$ cat config.mk
export PLATFORM = sky130hd
export DESIGN_NAME = if_id_decode
export DESIGN_NICKNAME = d
export VERILOG_FILES = /design/src/rtl/mips_pkg.sv /design/src/rtl/mips_main_decoder.sv /design/src/rtl/if_id_decode.sv
export SDC_FILE = /design/constraint.sdc
export NUM_CORES = 1
export LEC_CHECK = 0
export BUFFER_PORTS_ARGS = -buffer_cell sky130_fd_sc_hd__buf_2
export CORE_ASPECT_RATIO = 0.75
export CORE_MARGIN = 4
export CORE_UTILIZATION = 46
export CTS_CLUSTER_DIAMETER = 30
export DETAILED_ROUTE_END_ITERATION = 16
export GPL_TIMING_DRIVEN = 0
export MAX_ROUTING_LAYER = met4
export PLACE_DENSITY = 0.85
export SYNTH_ARGS = -nofsm -noshare
export SYNTH_HDL_FRONTEND = slang
export SYNTH_SLANG_ARGS = --single-unit
export TNS_END_PERCENT = 5
$ cat constraint.sdc
create_clock -name clk -period 4.04 [get_ports clk]
set_clock_uncertainty 0.15 [all_clocks]
set_input_delay 0.606 -clock clk [delete_from_list [all_inputs] [get_ports clk]]
set_output_delay 0.606 -clock clk [all_outputs]
set_load 0.03 [all_outputs]
$ cat src/rtl/mips_pkg.sv
// rtl/mips_pkg.sv - shared MIPS opcode/funct constants, alu_op encodings and control bundle
//
// Imported by mips_main_decoder and if_id_decode.
package mips_pkg;

  localparam logic [5:0] OP_RTYPE = 6'h00;
  localparam logic [5:0] OP_J     = 6'h02;
  localparam logic [5:0] OP_BEQ   = 6'h04;
  localparam logic [5:0] OP_ADDI  = 6'h08;
  localparam logic [5:0] OP_LW    = 6'h23;
  localparam logic [5:0] OP_SW    = 6'h2B;

  localparam logic [5:0] FN_ADD = 6'h20;
  localparam logic [5:0] FN_SUB = 6'h22;
  localparam logic [5:0] FN_AND = 6'h24;
  localparam logic [5:0] FN_OR  = 6'h25;
  localparam logic [5:0] FN_SLT = 6'h2A;

  localparam logic [1:0] ALUOP_ADD   = 2'b00;
  localparam logic [1:0] ALUOP_SUB   = 2'b01;
  localparam logic [1:0] ALUOP_FUNCT = 2'b10;

  typedef struct packed {
    logic       reg_dst;
    logic       alu_src;
    logic       mem_to_reg;
    logic       reg_write;
    logic       mem_read;
    logic       mem_write;
    logic       branch;
    logic       jump;
    logic [1:0] alu_op;
  } ctrl_t;

  localparam ctrl_t CTRL_NONE = '0;

endpackage

$ cat src/rtl/mips_main_decoder.sv
// rtl/mips_main_decoder.sv - combinational main decoder: instruction word to control bundle
//
// Ports:
//   instr   in  32  instruction word
//   ctrl    out     control bundle (all zero for NOP and illegal words)
//   illegal out  1  unsupported opcode, or R-type with unsupported funct
module mips_main_decoder
  import mips_pkg::*;
(
  input  logic [31:0] instr,
  output ctrl_t       ctrl,
  output logic        illegal
);

  logic [5:0] op;
  logic [5:0] fn;

  assign op = instr[31:26];
  assign fn = instr[5:0];

  always_comb begin
    ctrl    = CTRL_NONE;
    illegal = 1'b0;
    // The all-zero word is the canonical NOP; its funct 0x00 is otherwise unsupported.
    if (instr != 32'h0) begin
      case (op)
        OP_RTYPE: begin
          if (fn == FN_ADD || fn == FN_SUB || fn == FN_AND || fn == FN_OR || fn == FN_SLT) begin
            ctrl.reg_dst   = 1'b1;
            ctrl.reg_write = 1'b1;
            ctrl.alu_op    = ALUOP_FUNCT;
          end else begin
            illegal = 1'b1;
          end
        end
        OP_LW: begin
          ctrl.alu_src    = 1'b1;
          ctrl.mem_to_reg = 1'b1;
          ctrl.reg_write  = 1'b1;
          ctrl.mem_read   = 1'b1;
          ctrl.alu_op     = ALUOP_ADD;
        end
        OP_SW: begin
          ctrl.alu_src   = 1'b1;
          ctrl.mem_write = 1'b1;
          ctrl.alu_op    = ALUOP_ADD;
        end
        OP_BEQ: begin
          ctrl.branch = 1'b1;
          ctrl.alu_op = ALUOP_SUB;
        end
        OP_ADDI: begin
          ctrl.alu_src   = 1'b1;
          ctrl.reg_write = 1'b1;
          ctrl.alu_op    = ALUOP_ADD;
        end
        OP_J: begin
          ctrl.jump = 1'b1;
        end
        default: illegal = 1'b1;
      endcase
    end
  end

endmodule

$ cat src/rtl/if_id_decode.sv
// rtl/if_id_decode.sv - IF/ID pipeline register with main decode, stall and flush
//
// Ports:
//   clk, reset (async, active-high)
//   instr_in, pc_plus4_in, if_valid     fetch-stage inputs
//   stall, flush                        hazard controls (flush wins over stall)
//   id_valid, pc_plus4_out              registered valid flag and PC+4
//   opcode, rs, rt, rd, shamt, funct    raw instruction fields
//   imm_ext, jump_target                sign-extended immediate, 26-bit jump target
//   reg_dst .. jump, alu_op             main control signals
//   illegal                             unsupported instruction held in ID
// Optional (IF_ID_STATS_EN): instr_count[15:0], illegal_count[7:0], saturating.
module if_id_decode
  import mips_pkg::*;
#(
  parameter int PC_W   = 5,
  parameter int DATA_W = 32
) (
  input  logic              clk,
  input  logic              reset,
  input  logic [DATA_W-1:0] instr_in,
  input  logic [PC_W-1:0]   pc_plus4_in,
  input  logic              if_valid,
  input  logic              stall,
  input  logic              flush,
  output logic              id_valid,
  output logic [PC_W-1:0]   pc_plus4_out,
  output logic [5:0]        opcode,
  output logic [4:0]        rs,
  output logic [4:0]        rt,
  output logic [4:0]        rd,
  output logic [4:0]        shamt,
  output logic [5:0]        funct,
  output logic [DATA_W-1:0] imm_ext,
  output logic [25:0]       jump_target,
  output logic              reg_dst,
  output logic              alu_src,
  output logic              mem_to_reg,
  output logic              reg_write,
  output logic              mem_read,
  output logic              mem_write,
  output logic              branch,
  output logic              jump,
  output logic [1:0]        alu_op,
  output logic              illegal
`ifdef IF_ID_STATS_EN
  ,
  output logic [15:0]       instr_count,
  output logic [7:0]        illegal_count
`endif
);

  ctrl_t             dec_ctrl;
  ctrl_t             next_ctrl;
  logic              dec_illegal;
  logic [4:0]        dest;
  logic              load;

  logic [DATA_W-1:0] instr_q;
  ctrl_t             ctrl_q;

  mips_main_decoder u_dec (
    .instr   (instr_in),
    .ctrl    (dec_ctrl),
    .illegal (dec_illegal)
  );

  // Writes to $0 are dropped here so later stages never see a write enable for it.
  always_comb begin
    next_ctrl = dec_ctrl;
    dest      = dec_ctrl.reg_dst ? instr_in[15:11] : instr_in[20:16];
    if (dest == 5'd0) next_ctrl.reg_write = 1'b0;
  end

  assign load = !flush && !stall && if_valid;

  // Bubbles clear the captured word too, so every field reads 0 while id_valid=0.
  always_ff @(posedge clk or posedge reset) begin
    if (reset) begin
      id_valid     <= 1'b0;
      pc_plus4_out <= '0;
      instr_q      <= '0;
      ctrl_q       <= CTRL_NONE;
      illegal      <= 1'b0;
    end else if (flush || (!stall && !if_valid)) begin
      id_valid     <= 1'b0;
      pc_plus4_out <= '0;
      instr_q      <= '0;
      ctrl_q       <= CTRL_NONE;
      illegal      <= 1'b0;
    end else if (load) begin
      id_valid     <= 1'b1;
      pc_plus4_out <= pc_plus4_in;
      instr_q      <= instr_in;
      ctrl_q       <= next_ctrl;
      illegal      <= dec_illegal;
    end
  end

  assign opcode      = instr_q[31:26];
  assign rs          = instr_q[25:21];
  assign rt          = instr_q[20:16];
  assign rd          = instr_q[15:11];
  assign shamt       = instr_q[10:6];
  assign funct       = instr_q[5:0];
  assign imm_ext     = {{(DATA_W-16){instr_q[15]}}, instr_q[15:0]};
  assign jump_target = instr_q[25:0];
  assign reg_dst     = ctrl_q.reg_dst;
  assign alu_src     = ctrl_q.alu_src;
  assign mem_to_reg  = ctrl_q.mem_to_reg;
  assign reg_write   = ctrl_q.reg_write;
  assign mem_read    = ctrl_q.mem_read;
  assign mem_write   = ctrl_q.mem_write;
  assign branch      = ctrl_q.branch;
  assign jump        = ctrl_q.jump;
  assign alu_op      = ctrl_q.alu_op;

`ifdef IF_ID_STATS_EN
  always_ff @(posedge clk or posedge reset) begin
    if (reset) begin
      instr_count   <= '0;
      illegal_count <= '0;
    end else if (load) begin
      if (instr_count != 16'hFFFF) instr_count <= instr_count + 16'd1;
      if (dec_illegal && illegal_count != 8'hFF) illegal_count <= illegal_count + 8'd1;
    end
  end
`endif

endmodule

**After elaboration in Yosys (flattened, before gate mapping)**

Index checks and enable logic that the tools add are counted.

- Bits in registers: 49
- Bits of input ports: 42
- Output and inout bits: 107
- Logic and storage cells: 67

- Equality and inequality tests: 10
- Muxes and demuxes: 26
- Reduce and logical (&&, ||, !) cells: 18

Operator list:

| operator | number |
|---|---|
| two-way mux 32 bit | 2 |
| == test 6 bit, second input constant | 7 |
| nonzero test 32 bit | 1 |
| two-way mux 10 bit | 3 |
| two-way mux 5 bit | 3 |
| two-way mux 1 bit | 14 |
| == test 6 x 2 -> 1 bit, second input constant | 1 |
| == test 6 x 3 -> 1 bit, second input constant | 1 |
| == test 6 x 4 -> 1 bit, second input constant | 1 |
| logical NOT 6 bit | 1 |
| logical NOT 5 bit | 1 |
| logical OR 1 bit | 5 |
| OR reduction 5 bit | 1 |
| case mux 1 bit (2 select lines) | 2 |
| case mux 2 bit (2 select lines) | 1 |
| logical AND 1 bit | 3 |
| logical NOT 1 bit | 3 |
| OR reduction 3 bit | 1 |
| two-way mux 2 bit | 1 |
| nonzero test 2 bit | 1 |
| OR reduction 2 bit | 1 |

**Longest topological paths before layout**

- Depth after elaboration: 13
- Gate-level depth with buffers: 6
- Gate-level depth less buffers: 5

**Modules after synthesis**

Synthesis repeated with hierarchy kept, for this count alone.

- Cells, all modules: 212
- Area, all modules: 2431.1 sq um

Modules (own cells, without submodules):

| module | instances | cells each | area each (sq um) | sequential area each (sq um) |
|---|---|---|---|---|
| if_id_decode | 1 | 175 | 2199.6 | 1226.2 |
| mips_main_decoder | 1 | 37 | 231.5 | 0.0 |

**Worst setup path before layout**

Ideal clock, no wire load.

- Kind: input-to-reg
- Start: input instr_in[14]
- End: register illegal
- Arrival time: 1559 ps
- Data required time: 3768 ps
- Slack: 2209 ps
- Cell stages on the path: 5
- Buffers on the path: 0
- Path through: or4_1 nor2_2 a31oi_1 o221ai_1 nand2_1

- Word-level cells in the longest chain between the ends: 4

RTL lines:

| element | line | source |
|---|---|---|
| start: declaration | if_id_decode.sv:21 | `input logic [DATA_W-1:0] instr_in,` |
| nonzero test 32 bit | mips_main_decoder.sv:25 | `if (instr != 32'h0) begin` |
| two-way mux 1 bit | mips_main_decoder.sv:25 |  |
| two-way mux 1 bit | if_id_decode.sv:91 | `end else if (load) begin` |
| two-way mux 1 bit | if_id_decode.sv:85 | `end else if (flush \|\| (!stall && !if_valid)) begin` |
| end signal: assignment | if_id_decode.sv:96 | `illegal <= dec_illegal;` |
| end: declaration | if_id_decode.sv:45 | `output logic illegal` |

No other way between the ends. The select of a mux whose other input is x is not followed.
A chain may end at the register's enable or synchronous reset.

**Worst setup path after layout**

- Start: register instr_q[15]
- End: output imm_ext[18]

RTL lines:

| element | line | source |
|---|---|---|
| start: declaration | if_id_decode.sv:59 | `logic [DATA_W-1:0] instr_q;` |
| start signal: assignment | if_id_decode.sv:94 | `instr_q <= instr_in;` |
| end: declaration | if_id_decode.sv:34 | `output logic [DATA_W-1:0] imm_ext,` |

No word-level cell between the ends.

==> impl_results.md <==
- Run status: finished clean
- Post-route setup slack: roughly 1.9 ns
- Iteration-0 DRC Markers: 47
- Slew Viols, Final: 0
- Register area share after synthesis: between 40 and 50%
- Most common cell after layout, fill and taps aside: buf_2
- Synth top area cells: dfrtp_1 50%, buf_4 19%, a22o_1 14%, nand2_1 2.3%, buf_2 1.2%
- Worst-path maximum fanout: 20
- Cell Area, Synth: 2410 sq um
- H-tree depth: 2
- Die extent in y: 70.7 um
- Synth Instances: 219
- Die area: approximately 6500 sq um
- #FFs+latches synth: 48
- Top reg by flops: instr_q
- Gr usage total: 19.9%
- Yosys top cell area share: 49.8%
- Finished Cell Area: 3370 sq um
- Yosys warnings: 0
- Worst VDD drop: 174 uV
- Max reg flops: 32
- CTS Hold Bufs: 0
- Mean Syn Cell Area: 11.0 sq um
- Vias in the first global route: about 2000
- DRC viols: 0
- Final Cycle Share: 53.5%
- CP endpoint kind: primary output
- Post-Place Setup Slack: between 1.5 and 2 ns
- Drt wl/cell: 14.3 um
- WP data arrival: 1.40 ns
- Ant. Diodes: 0
- Final RePlAce weighted congestion: 0.776
- Max Cap Viol: 0
- Most frequent cells in the layout: 151 x buf_2, 60 x buf_4, 48 x dfrtp_1
- Layout cells sized above 1: 60.9%
- Final hold violations: 0
- DR vias: 2115
- CTS tree: yes
- Count of final setup violators: 0
- Clock transition at the registers of the reported paths: 0.08 ns
- Synth area leader: dfrtp_1
- Num rows: 22
- Yosys cell types: 33
- Post-DP HPWL: 5110 um
- Leakage: 0.00207 uW
- Inst Count DP: 437
- Final min period: 2.16 ns
- R2R Setup Slk: 2.90 ns
- Worst Tran Pin Value: 0.565 ns
- Req. time, crit path: 3.28 ns
- PwrDens: 330 nW/um^2
- CTS Buf Count: 5
- Setup TNS: 0 ns
- Fin cells: 445
- GRT overflow: 0
- Startpoint types: flip-flop
- Starting density of the core: 48.4%
- Largest net degree at the start of global routing: 28
- Clk sinks: 48
- Postcts setup bufs: 0
- Syn Nets: 261
- I/O pins: 149
- ANT nets after route: 0
- Max Fclk: between 400 and 500 MHz
- CP Class: reg2out
- Pre-Repair DR Iteration Count: 4
- Placeable Area: 4980 sq um
- Slew margin rel.: 62.3%
- IO Port Bufs: 145
- Overall Power: 1110 uW
- Clk Latency, worst-skew pair: 0.29 ns
- Area after DPL: 3250 sq um
- CTS root buffer: clkbuf_8
- Layout Nets: slightly above 400
- Post-CTS sizing: 0
- Area Overhead vs Synth: 39.9%
- # fillers: 388
- Min-Delay Path Class: in2async
- Vias/cell: 4.75
- First-pass GRT wire length: slightly above 10000 um
- Die width: 91.6 um
- RSZ-0062 raised after global routing: no
- Post-Route WL: 6350 um
- Max Root-Sink Buffers: 2
- Initial antenna violation count: 0
-- Yosys cell counts --
cell	count
nor4_1	3
or4_1	2
o21ai_0	4
o221ai_1	1
nor2_2	2
a21oi_1	3
nor3_1	2
clkbuf_1	4
nor4b_4	1
and3_1	2
o21a_1	1
mux2_4	1
buf_1	1
buf_4	60
buf_2	6
mux2i_1	1
a2bb2oi_1	1
nand4_1	3
o21ai_2	1
nor2b_1	3
nand2b_1	1
inv_1	1
nand3_1	3
a22o_1	38
buf_6	1
a31oi_1	1
xor2_1	1
o211ai_1	1
and4_1	1
a32o_1	1
nand2_1	15
dfrtp_1	48
nor2_1	5
-- final timing paths --
kind | endpoint | start | depth (start not counted)
setup / recovery | imm_ext[18] | instr_q[15]$_DFFE_PP0P_ | 2
hold / removal | instr_q[20]$_DFFE_PP0P_ | reset | 2
setup reg to reg | instr_q[15]$_DFFE_PP0P_ | instr_q[15]$_DFFE_PP0P_ | 1
hold reg to reg | alu_op[1]$_DFFE_PP0P_ | alu_op[1]$_DFFE_PP0P_ | 2
max in group asynchronous | jump$_DFFE_PP0P_ | reset | 3
min in group clk | alu_op[1]$_DFFE_PP0P_ | alu_op[1]$_DFFE_PP0P_ | 2
-- through the flow --
stage / util, % / hold slack (ns)
6_report: 67.7 / 0.181
5_1_grt: 67.7 / 0.212
4_1_cts: 67.7 / 0.186
3_5_place_dp: 65.1 / 0.302
3_3_place_gp: 64.7 / 0.297
2_1_floorplan: - / 0.497
-- kinds of logic after synthesis --
family / after synthesis / synth area share (%)
AND/OR/NAND/NOR: 43 / 9.76
XOR/XNOR: 1 / 0.364
buffers and inverters: 73 / 21.3
multiplexers: 2 / 1.04
flip-flops: 48 / 49.8
AO/OA/AOI/OAI: 52 / 17.7
-- layer usage --
metal | routed length, um | track usage (%)
met1 | 2910 | 27.3
met3 | 554 | 4.36
met4 | 25 | 3.51
met5 | 0 | -
met2 | 2860 | 30.9
-- worst max-delay path, stage by stage (launching register included) --
cell,delay (ns)
dfrtp_1,0.71
buf_4,0.20
buf_2,0.20
-- power breakdown --
part / internal, uW / switching [uW] / leakage, uW
clock network: 218 / 151 / 0.0000645
registers: 495 / 14.6 / 0.000657
logic: 87.7 / 145 / 0.00135
-- final cells by class --
type / count / area, sq um / area share (%)
plain buffers: 72 / 510 / 15.1
repair buffers: 146 / 746 / 22.1
clock buffers: 7 / 96.3 / 2.86
multi-input cells: 98 / 694 / 20.6
well taps: 72 / 90.1 / 2.67
clock inverters: 1 / 30.0 / 0.891
inverters: 1 / 3.75 / 0.111
flip-flops and latches: 48 / 1200 / 35.6
(Power assumes the default switching activity.)
